## src/rtl/vinst_fetch_pkg.sv

```systemverilog
// Shared types for the instruction fetch front end: the instruction word
// and the run/drain state encoding.
package vinst_fetch_pkg;

  typedef struct packed {
    logic [7:0]  opcode;
    logic [23:0] operand;
  } sa_inst_t;

  typedef enum logic [1:0] {
    VF_IDLE  = 2'd0,
    VF_RUN   = 2'd1,
    VF_DRAIN = 2'd2
  } vf_state_t;

endpackage

```

## src/rtl/vinst_fetch_sync_fifo.sv

```systemverilog
// Count-based synchronous FIFO. Exposes next-cycle head and count so the
// owner can register its valid/data outputs without an extra cycle of latency.
module sync_fifo #(
  parameter int  DEPTH = 8,
  parameter type T     = logic [31:0]
) (
  input  logic                   clk,
  input  logic                   reset,
  input  logic                   wr_en,
  input  T                       wr_data,
  input  logic                   rd_en,
  input  logic                   flush,
  output T                       head_next_o,
  output logic [$clog2(DEPTH):0] count_o,
  output logic [$clog2(DEPTH):0] count_next_o
);

  localparam int PW = $clog2(DEPTH);

  T               mem_q [DEPTH];
  logic [PW-1:0]  wr_ptr_q, wr_ptr_d;
  logic [PW-1:0]  rd_ptr_q, rd_ptr_d;
  logic [PW:0]    count_q, count_d;
  logic           do_wr, do_rd;

  assign do_wr = wr_en && !flush;
  assign do_rd = rd_en && !flush;

  always_comb begin
    wr_ptr_d = wr_ptr_q;
    rd_ptr_d = rd_ptr_q;
    count_d  = count_q;
    if (flush) begin
      wr_ptr_d = '0;
      rd_ptr_d = '0;
      count_d  = '0;
    end else begin
      if (do_wr) wr_ptr_d = wr_ptr_q + 1'b1;
      if (do_rd) rd_ptr_d = rd_ptr_q + 1'b1;
      count_d = count_q + {{PW{1'b0}}, do_wr} - {{PW{1'b0}}, do_rd};
    end
  end

  // A write lands on the next head slot only when the queue is (or becomes) empty.
  always_comb begin
    head_next_o = mem_q[rd_ptr_d];
    if (do_wr && (wr_ptr_q == rd_ptr_d)) head_next_o = wr_data;
  end

  always_ff @(posedge clk) begin
    if (reset) begin
      wr_ptr_q <= '0;
      rd_ptr_q <= '0;
      count_q  <= '0;
    end else begin
      wr_ptr_q <= wr_ptr_d;
      rd_ptr_q <= rd_ptr_d;
      count_q  <= count_d;
    end
  end

  always_ff @(posedge clk) begin
    if (do_wr) mem_q[wr_ptr_q] <= wr_data;
  end

  assign count_o      = count_q;
  assign count_next_o = count_d;

endmodule

```

## src/rtl/vinst_fetch.sv

```systemverilog
// Instruction producer for vinst_ctl: buffers loader words and issues them
// over inst/iavail/ird under an IDLE/RUN/DRAIN controller.
module vinst_fetch
  import vinst_fetch_pkg::*;
#(
  parameter int DEPTH = 8,
  parameter int CNT_W = 32
) (
  input  logic                   clk,
  input  logic                   reset,
  input  logic                   wr_valid,
  input  sa_inst_t               wr_inst,
  output logic                   wr_ready,
  input  logic                   start,
  input  logic                   stop,
  input  logic                   flush,
  output sa_inst_t               inst,
  output logic                   iavail,
  input  logic                   ird,
  output logic [$clog2(DEPTH):0] level,
  output logic [CNT_W-1:0]       issued,
  output logic                   busy,
  output logic                   done,
  output vf_state_t              dbg_state
);

  localparam int LW = $clog2(DEPTH) + 1;
  localparam logic [LW-1:0] FULL_CNT = LW'(DEPTH);

  // Handshakes: a word moves loader->FIFO when wr_valid && wr_ready, and
  // FIFO->vinst_ctl when iavail && ird; both outputs are registered and
  // inst holds while iavail && !ird. flush cancels both moves.
  vf_state_t        state_q, state_d;
  logic             iavail_q, iavail_d;
  sa_inst_t         inst_q, inst_d;
  logic             wr_ready_q, wr_ready_d;
  logic [CNT_W-1:0] issued_q, issued_d;
  logic             done_q, done_d;
  logic             push, pop;
  sa_inst_t         head_next;
  logic [LW-1:0]    count, count_next;

  assign push = wr_valid && wr_ready_q && !flush;
  assign pop  = iavail_q && ird && !flush;

  sync_fifo #(
    .DEPTH (DEPTH),
    .T     (sa_inst_t)
  ) u_fifo (
    .clk          (clk),
    .reset        (reset),
    .wr_en        (push),
    .wr_data      (wr_inst),
    .rd_en        (pop),
    .flush        (flush),
    .head_next_o  (head_next),
    .count_o      (count),
    .count_next_o (count_next)
  );

  always_comb begin
    state_d  = state_q;
    done_d   = 1'b0;
    issued_d = issued_q;
    if (pop && (issued_q != '1)) issued_d = issued_q + 1'b1;
    case (state_q)
      VF_IDLE: begin
        if (start) begin
          state_d  = VF_RUN;
          issued_d = '0;
        end
      end
      VF_RUN: begin
        if (stop) state_d = VF_DRAIN;
      end
      VF_DRAIN: begin
        if (count_next == '0) begin
          state_d = VF_IDLE;
          done_d  = 1'b1;
        end
      end
      default: state_d = VF_IDLE;
    endcase
    iavail_d   = (state_d != VF_IDLE) && (count_next != '0);
    inst_d     = iavail_d ? head_next : inst_q;
    wr_ready_d = (count_next != FULL_CNT);
  end

  always_ff @(posedge clk) begin
    if (reset) begin
      state_q    <= VF_IDLE;
      iavail_q   <= 1'b0;
      inst_q     <= '0;
      wr_ready_q <= 1'b0;
      issued_q   <= '0;
      done_q     <= 1'b0;
    end else begin
      state_q    <= state_d;
      iavail_q   <= iavail_d;
      inst_q     <= inst_d;
      wr_ready_q <= wr_ready_d;
      issued_q   <= issued_d;
      done_q     <= done_d;
    end
  end

  assign wr_ready  = wr_ready_q;
  assign inst      = inst_q;
  assign iavail    = iavail_q;
  assign level     = count;
  assign issued    = issued_q;
  assign busy      = (state_q != VF_IDLE);
  assign done      = done_q;
  assign dbg_state = state_q;

endmodule

```

## config.mk

```make
export PLATFORM = sky130hd
export DESIGN_NAME = vinst_fetch
export DESIGN_NICKNAME = d
export VERILOG_FILES = /design/src/rtl/vinst_fetch_pkg.sv /design/src/rtl/vinst_fetch_sync_fifo.sv /design/src/rtl/vinst_fetch.sv
export SDC_FILE = /design/constraint.sdc
export NUM_CORES = 1
export LEC_CHECK = 0
export CORE_AREA = 5 5 185 187
export DETAILED_ROUTE_END_ITERATION = 8
export DIE_AREA = 0 0 190 192
export GPL_TIMING_DRIVEN = 0
export HOLD_SLACK_MARGIN = 0.1
export PLACE_DENSITY_LB_ADDON = 0.08
export SETUP_SLACK_MARGIN = 0.2
export SKIP_CTS_REPAIR_TIMING = 1
export SLEW_MARGIN = 20
export SYNTH_ARGS = -nofsm -noshare
export SYNTH_HDL_FRONTEND = slang
export SYNTH_HIERARCHICAL = 1
export SYNTH_SLANG_ARGS = --single-unit
```

## constraint.sdc

```tcl
create_clock -name clk -period 3.56 [get_ports clk]
set_input_delay 0.534 -clock clk [delete_from_list [all_inputs] [get_ports clk]]
set_output_delay 0.534 -clock clk [all_outputs]
set_load 0.01 [all_outputs]
```

# ---- Word level (Yosys, flattened, before mapping)
# Memories as Yosys holds them, arrays and structs flattened. A register that Yosys moved wholly into a read port is not among the register bits.
# Cells that the tools add are included.
dict set report op_classes {
  add_sub_neg 5
  n_eq_ne 4
  mux 13
  n_bitwise 1
  n_reduce_logical 16
}
# op count
set op_table {}
lappend op_table {{two-way mux 32 bit} 3}
lappend op_table {{adder 32 x 1 -> 32 bit (second input constant)} 1}
lappend op_table {{!= test 32 bit (second input constant)} 1}
lappend op_table {{logical AND 1 bit} 8}
lappend op_table {{adder 3 x 1 -> 3 bit (second input constant)} 2}
lappend op_table {{two-way mux 2 bit} 3}
lappend op_table {{two-way mux 3 bit} 2}
lappend op_table {{one-hot mux 2 bit (3 select lines)} 1}
lappend op_table {{adder 4 x 1 -> 4 bit} 1}
lappend op_table {{logical NOT 4 bit} 1}
lappend op_table {{two-way mux 4 bit} 1}
lappend op_table {{!= test 4 bit (second input constant)} 1}
lappend op_table {{nonzero test 2 bit} 2}
lappend op_table {{nonzero test 4 bit} 1}
lappend op_table {{OR reduction 2 bit} 2}
lappend op_table {{subtractor 4 x 1 -> 4 bit} 1}
lappend op_table {{two-way mux 1 bit} 3}
lappend op_table {{equality test 2 x 1 -> 1 bit (second input constant)} 1}
lappend op_table {{equality test 2 bit (second input constant)} 1}
lappend op_table {{logical NOT 2 bit} 1}
lappend op_table {{logical NOT 1 bit} 1}
lappend op_table {{NOT 1 bit} 1}
dict set report word_totals {
  ff_bits 47
  ramBits 256
  input_bits 39
  memories 1
}
# name depth width rd rd_clocked_by_memory_dff wr line
set memory_table {}
lappend memory_table {u_fifo.mem_q 8 32 1 1 1 vinst_fetch_sync_fifo.sv:20} ;# T mem_q [DEPTH];

# ---- Depth between registers and ports, before layout
dict set report logic_depth {
  word_depth 11
  depth_mapped 17
  depth_no_buf 15
}

# ---- By module
# Netlist, hierarchy kept.
# module n_inst cells_per_inst area_each_um2 seq_area_each_um2
set modules_own_cells {}
lappend modules_own_cells {sync_fifo 1 817 11441.0 7887.6}
lappend modules_own_cells {vinst_fetch 1 358 2976.6 1381.3}

# ---- Least setup slack after synthesis
# OpenSTA, ideal clock, no wires.
dict set report synth_timing {
  path_type {input to register}
  startpoint {in wr_valid}
  endpoint {mem u_fifo/mem_q[0][0] in the netlist's numbering (enable)}
  t_arrival_ns 3.350
  required_ns 3.099
  setup_slack_ns -0.251
  path_stages 5
  path_buffers 0
  path_cell_list {nand2_1 nor2_1 nor2b_1 nand2b_1 nor3_1}
}
dict set report synth_via {
  elab_chain_cells 5
}
# item line
set synth_lines {}
lappend synth_lines {{from (decl)} vinst_fetch.sv:11} ;# input logic wr_valid,
lappend synth_lines {{logical AND 1 bit (2 in a row)} vinst_fetch.sv:43} ;# assign push = wr_valid && wr_ready_q && !flush;
lappend synth_lines {{via push} vinst_fetch.sv:39} ;# logic push, pop;
lappend synth_lines {{logical AND 1 bit} vinst_fetch_sync_fifo.sv:26} ;# assign do_wr = wr_en && !flush;
lappend synth_lines {{two-way mux 1 bit} vinst_fetch_sync_fifo.sv:63} ;# if (do_wr) mem_q[wr_ptr_q] <= wr_data;
lappend synth_lines {{two-way mux 1 bit (not written as such)} vinst_fetch_sync_fifo.sv:63}
lappend synth_lines {{to (decl)} vinst_fetch_sync_fifo.sv:20}
# The timed path passes the listed nets, and every way through them passes these cells.

# ---- Final worst setup path
dict set report layout_timing {
  startpoint {in wr_valid}
  endpoint {reg, netlist name inst[31]}
}
dict set report layout_via {
  elab_chain_cells 11
}
# item line
set layout_lines {}
lappend layout_lines {{logical AND 1 bit * (2 in a row)} vinst_fetch.sv:43}
lappend layout_lines {{via push} vinst_fetch.sv:39}
lappend layout_lines {{logical AND 1 bit *} vinst_fetch_sync_fifo.sv:26}
lappend layout_lines {{adder 4 x 1 -> 4 bit *} vinst_fetch_sync_fifo.sv:40} ;# count_d = count_q + {{PW{1'b0}}, do_wr} - {{PW{1'b0}}, do_rd};
lappend layout_lines {{subtractor 4 x 1 -> 4 bit *} vinst_fetch_sync_fifo.sv:40}
lappend layout_lines {{two-way mux 4 bit *} vinst_fetch_sync_fifo.sv:33} ;# if (flush) begin
lappend layout_lines {{via count_next[2]} vinst_fetch.sv:41} ;# logic [LW-1:0] count, count_next;
lappend layout_lines {{logical NOT 4 bit} vinst_fetch.sv:77} ;# if (count_next == '0) begin
lappend layout_lines {{two-way mux 2 bit} vinst_fetch.sv:77}
lappend layout_lines {{one-hot mux 2 bit (3 select lines)} vinst_fetch.sv:66} ;# case (state_q)
lappend layout_lines {{nonzero test 2 bit} vinst_fetch.sv:84} ;# iavail_d = (state_d != VF_IDLE) && (count_next != '0);
lappend layout_lines {{logical AND 1 bit *} vinst_fetch.sv:84}
# Mark *: on every way through the listed nets, which the timed path passes. The rest lies on a longest branch.
# A chain may end at the register's enable or synchronous reset.

==> impl_metrics.json <==
{
  "power_report.internal_total_w": 0.00663,
  "synth.cell_area_um2": 14400,
  "antenna_left": 0,
  "place.detailed.instances": 1741,
  "timing.critical_path.fanout_max": 10,
  "antenna_found_initial": 1,
  "route.detailed.vias_per_inst": 5.57,
  "netlist_instances": 1175,
  "post-route-drc-count": 0,
  "final_sum_of_negative_setup_slack_ps": 0,
  "die_width_um": 190,
  "worst_hold_path_type": "reg2reg",
  "rsz_0062_raised_after_global_routing": "no",
  "floorplan.io_pins": 113,
  "dr_total_vias": 10100,
  "worst_clock_skew_ps": 10.2,
  "place.detailed.hpwl_um": 26200,
  "place_congestion": 0.771,
  "stdcell_count": 1823,
  "timing_worst_slew_pin_value_ps": 939,
  "final.min_clock_period_ps": 3260,
  "synthMostInstantiatedCell": "sky130_fd_sc_hd__edfxtp_1",
  "hold_depth": 2,
  "seq_area_frac_synth_pct": 64.3,
  "wire_length_of_the_first_global_routing_pass_um": 60100,
  "grt_start_max_net_pins": 21,
  "synthDistinctLibCells": 60,
  "arrival_time_worst_endpoint_ps": 3620,
  "netSwitchingPower_w": 0.00172,
  "numClockSinks": 335,
  "final_layout_size_suffix_gt1_share_pct": 12.5,
  "avgRoutedWirePerCell_um": 21.9,
  "gr-total-overflow": 0,
  "hold_end": "inst[30]",
  "yosysWarnings": 6,
  "ff2ff_path_depth": 17,
  "synthToLayoutAreaGrowth_pct": 23.7,
  "r2r-start": "wr_ready",
  "clkLatencyLatePin_ps": 520,
  "detailedRoute.firstIterationViolations": 649,
  "core_um2": 32300,
  "first_pass_iters": 5,
  "nets": 1396,
  "cap_violations": 0,
  "cts-buffers-inserted": 38,
  "power-per-cell-area_nw_per_um2": 468,
  "synth_edf_count": 256,
  "synth.top_cells.by_count": "sky130_fd_sc_hd__edfxtp_1, sky130_fd_sc_hd__nor2_1, sky130_fd_sc_hd__nand2_1",
  "irDropWorstVdd_uv": 328,
  "fin_crit_sh_pct": 91.6,
  "leakage_nw": 5.64,
  "groute.usage.overall_pct": 21.6,
  "rrSetupSlack_ps": 450,
  "first_global_vias": 9904,
  "netlist.area_leader.share_pct": 53.3,
  "ys_ff_latch": 335,
  "pwr-share-clk_pct": 45.8,
  "clk_pin_slew_ps": 60,
  "synthesis.area_per_instance_um2": 12.3,
  "final-hold-violation-count": 0,
  "timing.final.max_slew_violations": 0,
  "clock_tree.buffer_depth": 3,
  "die_height_um": 192,
  "clockRootBuffer": "sky130_fd_sc_hd__clkbuf_16",
  "layout.filler_cells": 2791,
  "async_flop_share_pct": 0,
  "power.share.switching_pct": 20.6,
  "crit-reg2reg-capture": "inst[31]",
  "num_rows": 66,
  "crit_start": "wr_valid",
  "finalWirelength_um": 39900,
  "worst_setup_path_end_kind": "register",
  "max-slew-margin-rel_pct": 37.4,
  "cts_tree": "built",
  "seqPwrFrac_pct": 50.6,
  "fmax_mhz": 307,
  "setup-violations-final": 0,
  "criticalPathCategory": "in2reg",
  "clock_tree.htree_level_count": 2,
  "share_comb_of_total_power_pct": 3.6,
  "hold_path_startpoint": "inst[30]",
  "numPortBuffers": 112,
  "status": "complete, no violations",
  "nets_in_the_synthesized_netlist": 1222,
  "synth_ff_type": "sky130_fd_sc_hd__edfxtp_1",
  "critPathRequiredTime_ps": 3930,
  "synth.area.top_cells": "sky130_fd_sc_hd__edfxtp_1, sky130_fd_sc_hd__dfxtp_1, sky130_fd_sc_hd__a211oi_1, sky130_fd_sc_hd__nor3b_1, sky130_fd_sc_hd__nor2_1",
  "fin_total_pwr_w": 0.00835,
  "initial_utilization_pct": 44.7,
  "synthDominantAreaCellType": "sky130_fd_sc_hd__edfxtp_1",
  "worstSetupStartpointType": "input pin",
  "die_area_um2": 36500,
  "utilization_of_the_core_after_routing_pct": 55.2
}
[registers in the layout (all words and copies together) (netlist names)]
name / cells
u_fifo/rd_ptr_q: 3
dbg_state: 2
iavail: 1
inst: 32
done: 1
u_fifo/wr_ptr_q: 3
u_fifo/mem_q: 256
wr_ready: 1
u_fifo/count_o: 4
issued: 32
[layout make-up]
class / instances / area (µm²) / share of cell area [%]
well taps: 442 / 553 / 3.10
diodes: 2 / 5.00 / 0.0281
multi-input cells: 712 / 4750 / 26.6
repair buffers: 134 / 1440 / 8.05
inverters: 44 / 170 / 0.954
flip-flops and latches: 335 / 9270 / 52.0
clock buffers: 52 / 1100 / 6.15
clock inverters: 18 / 129 / 0.722
plain buffers: 84 / 425 / 2.38
[routing by layer]
| layer | vias to the layer above | track usage [%] | share of wire, % |
|---|---|---|---|
| met3 | 70 | 3.34 | 5.6 |
| met5 | - | 0 | 0 |
| met1 | 5000 | 29.2 | 44 |
| li1 | 4762 | - | - |
| met2 | 317 | 36.4 | 48 |
| met4 | 0 | 6.12 | 2.8 |
[kinds of logic after synthesis]
family | Yosys count | share of synthesized area [%]
buffers and inverters | 128 | 3.60
adder cells (fa/ha/maj) | 8 | 0.746
flip-flops | 335 | 64.3
XOR/XNOR | 18 | 1.15
AND/OR/NAND/NOR | 364 | 13.2
multiplexers | 67 | 4.93
AO/OA/AOI/OAI | 255 | 12.1
[worst max-delay path by stage]
stage          slack [ps]             endpoint  cells after the start
3_3_place_gp        -1710  u_fifo/mem_q[6][17]                      5
5_1_grt               160             inst[12]                     17
2_1_floorplan         220             inst[12]                     17
3_5_place_dp        -1640             inst[31]                     18
6_report              300             inst[31]                     18
4_1_cts             -1120             inst[31]                     18
[metrics by stage]
stage	cell area (µm²)	hold WS, ps	setup WS [ps]
floorplan	14400	481	220
global placement	16100	445	-1710
detailed placement	16400	448	-1640
CTS	17600	457	-1120
global route	17800	480	162
finish	17800	455	301
[worst max-delay path, cell delays in order]
cell	delay (ps)
sky130_fd_sc_hd__clkdlybuf4s50_1	460
sky130_fd_sc_hd__nand2_1	90
sky130_fd_sc_hd__nor2_4	140
sky130_fd_sc_hd__nor2b_4	190
sky130_fd_sc_hd__inv_1	80
sky130_fd_sc_hd__ha_1	280
sky130_fd_sc_hd__inv_1	40
sky130_fd_sc_hd__ha_2	180
sky130_fd_sc_hd__fa_2	380
sky130_fd_sc_hd__xnor2_2	180
sky130_fd_sc_hd__nor2_1	70
sky130_fd_sc_hd__nor3_2	210
sky130_fd_sc_hd__nand2b_1	140
sky130_fd_sc_hd__and2_1	160
sky130_fd_sc_hd__buf_4	170
sky130_fd_sc_hd__buf_8	160
sky130_fd_sc_hd__nand2_2	100
sky130_fd_sc_hd__a21oi_1	60
[power by group through the flow]
stage          sequential (W)  clock (W)  combinational [W]
6_report              0.00423    0.00382           0.000300
5_1_grt               0.00423    0.00408           0.000324
4_1_cts               0.00423    0.00390           0.000293
3_5_place_dp          0.00431          0           0.000291
3_3_place_gp          0.00431          0           0.000286
2_1_floorplan         0.00431          0           0.000112
[cells in the final DEF, fill, tap and decap left out, drive strengths merged, types with 34 or more instances in the layout]
cell / synthesis / final
a211oi: 65 / 65
a21oi: 56 / 56
buf: 24 / 51
clkbuf: 60 / 108
clkdlybuf4s50: 0 / 111
dfxtp: 79 / 79
edfxtp: 256 / 256
inv: 44 / 44
mux2i: 35 / 35
nand2: 86 / 86
nor2: 98 / 98
nor3: 42 / 42
nor3b: 63 / 63
o21a: 34 / 34
o21ai: 45 / 45
(Power assumes the default switching activity.)
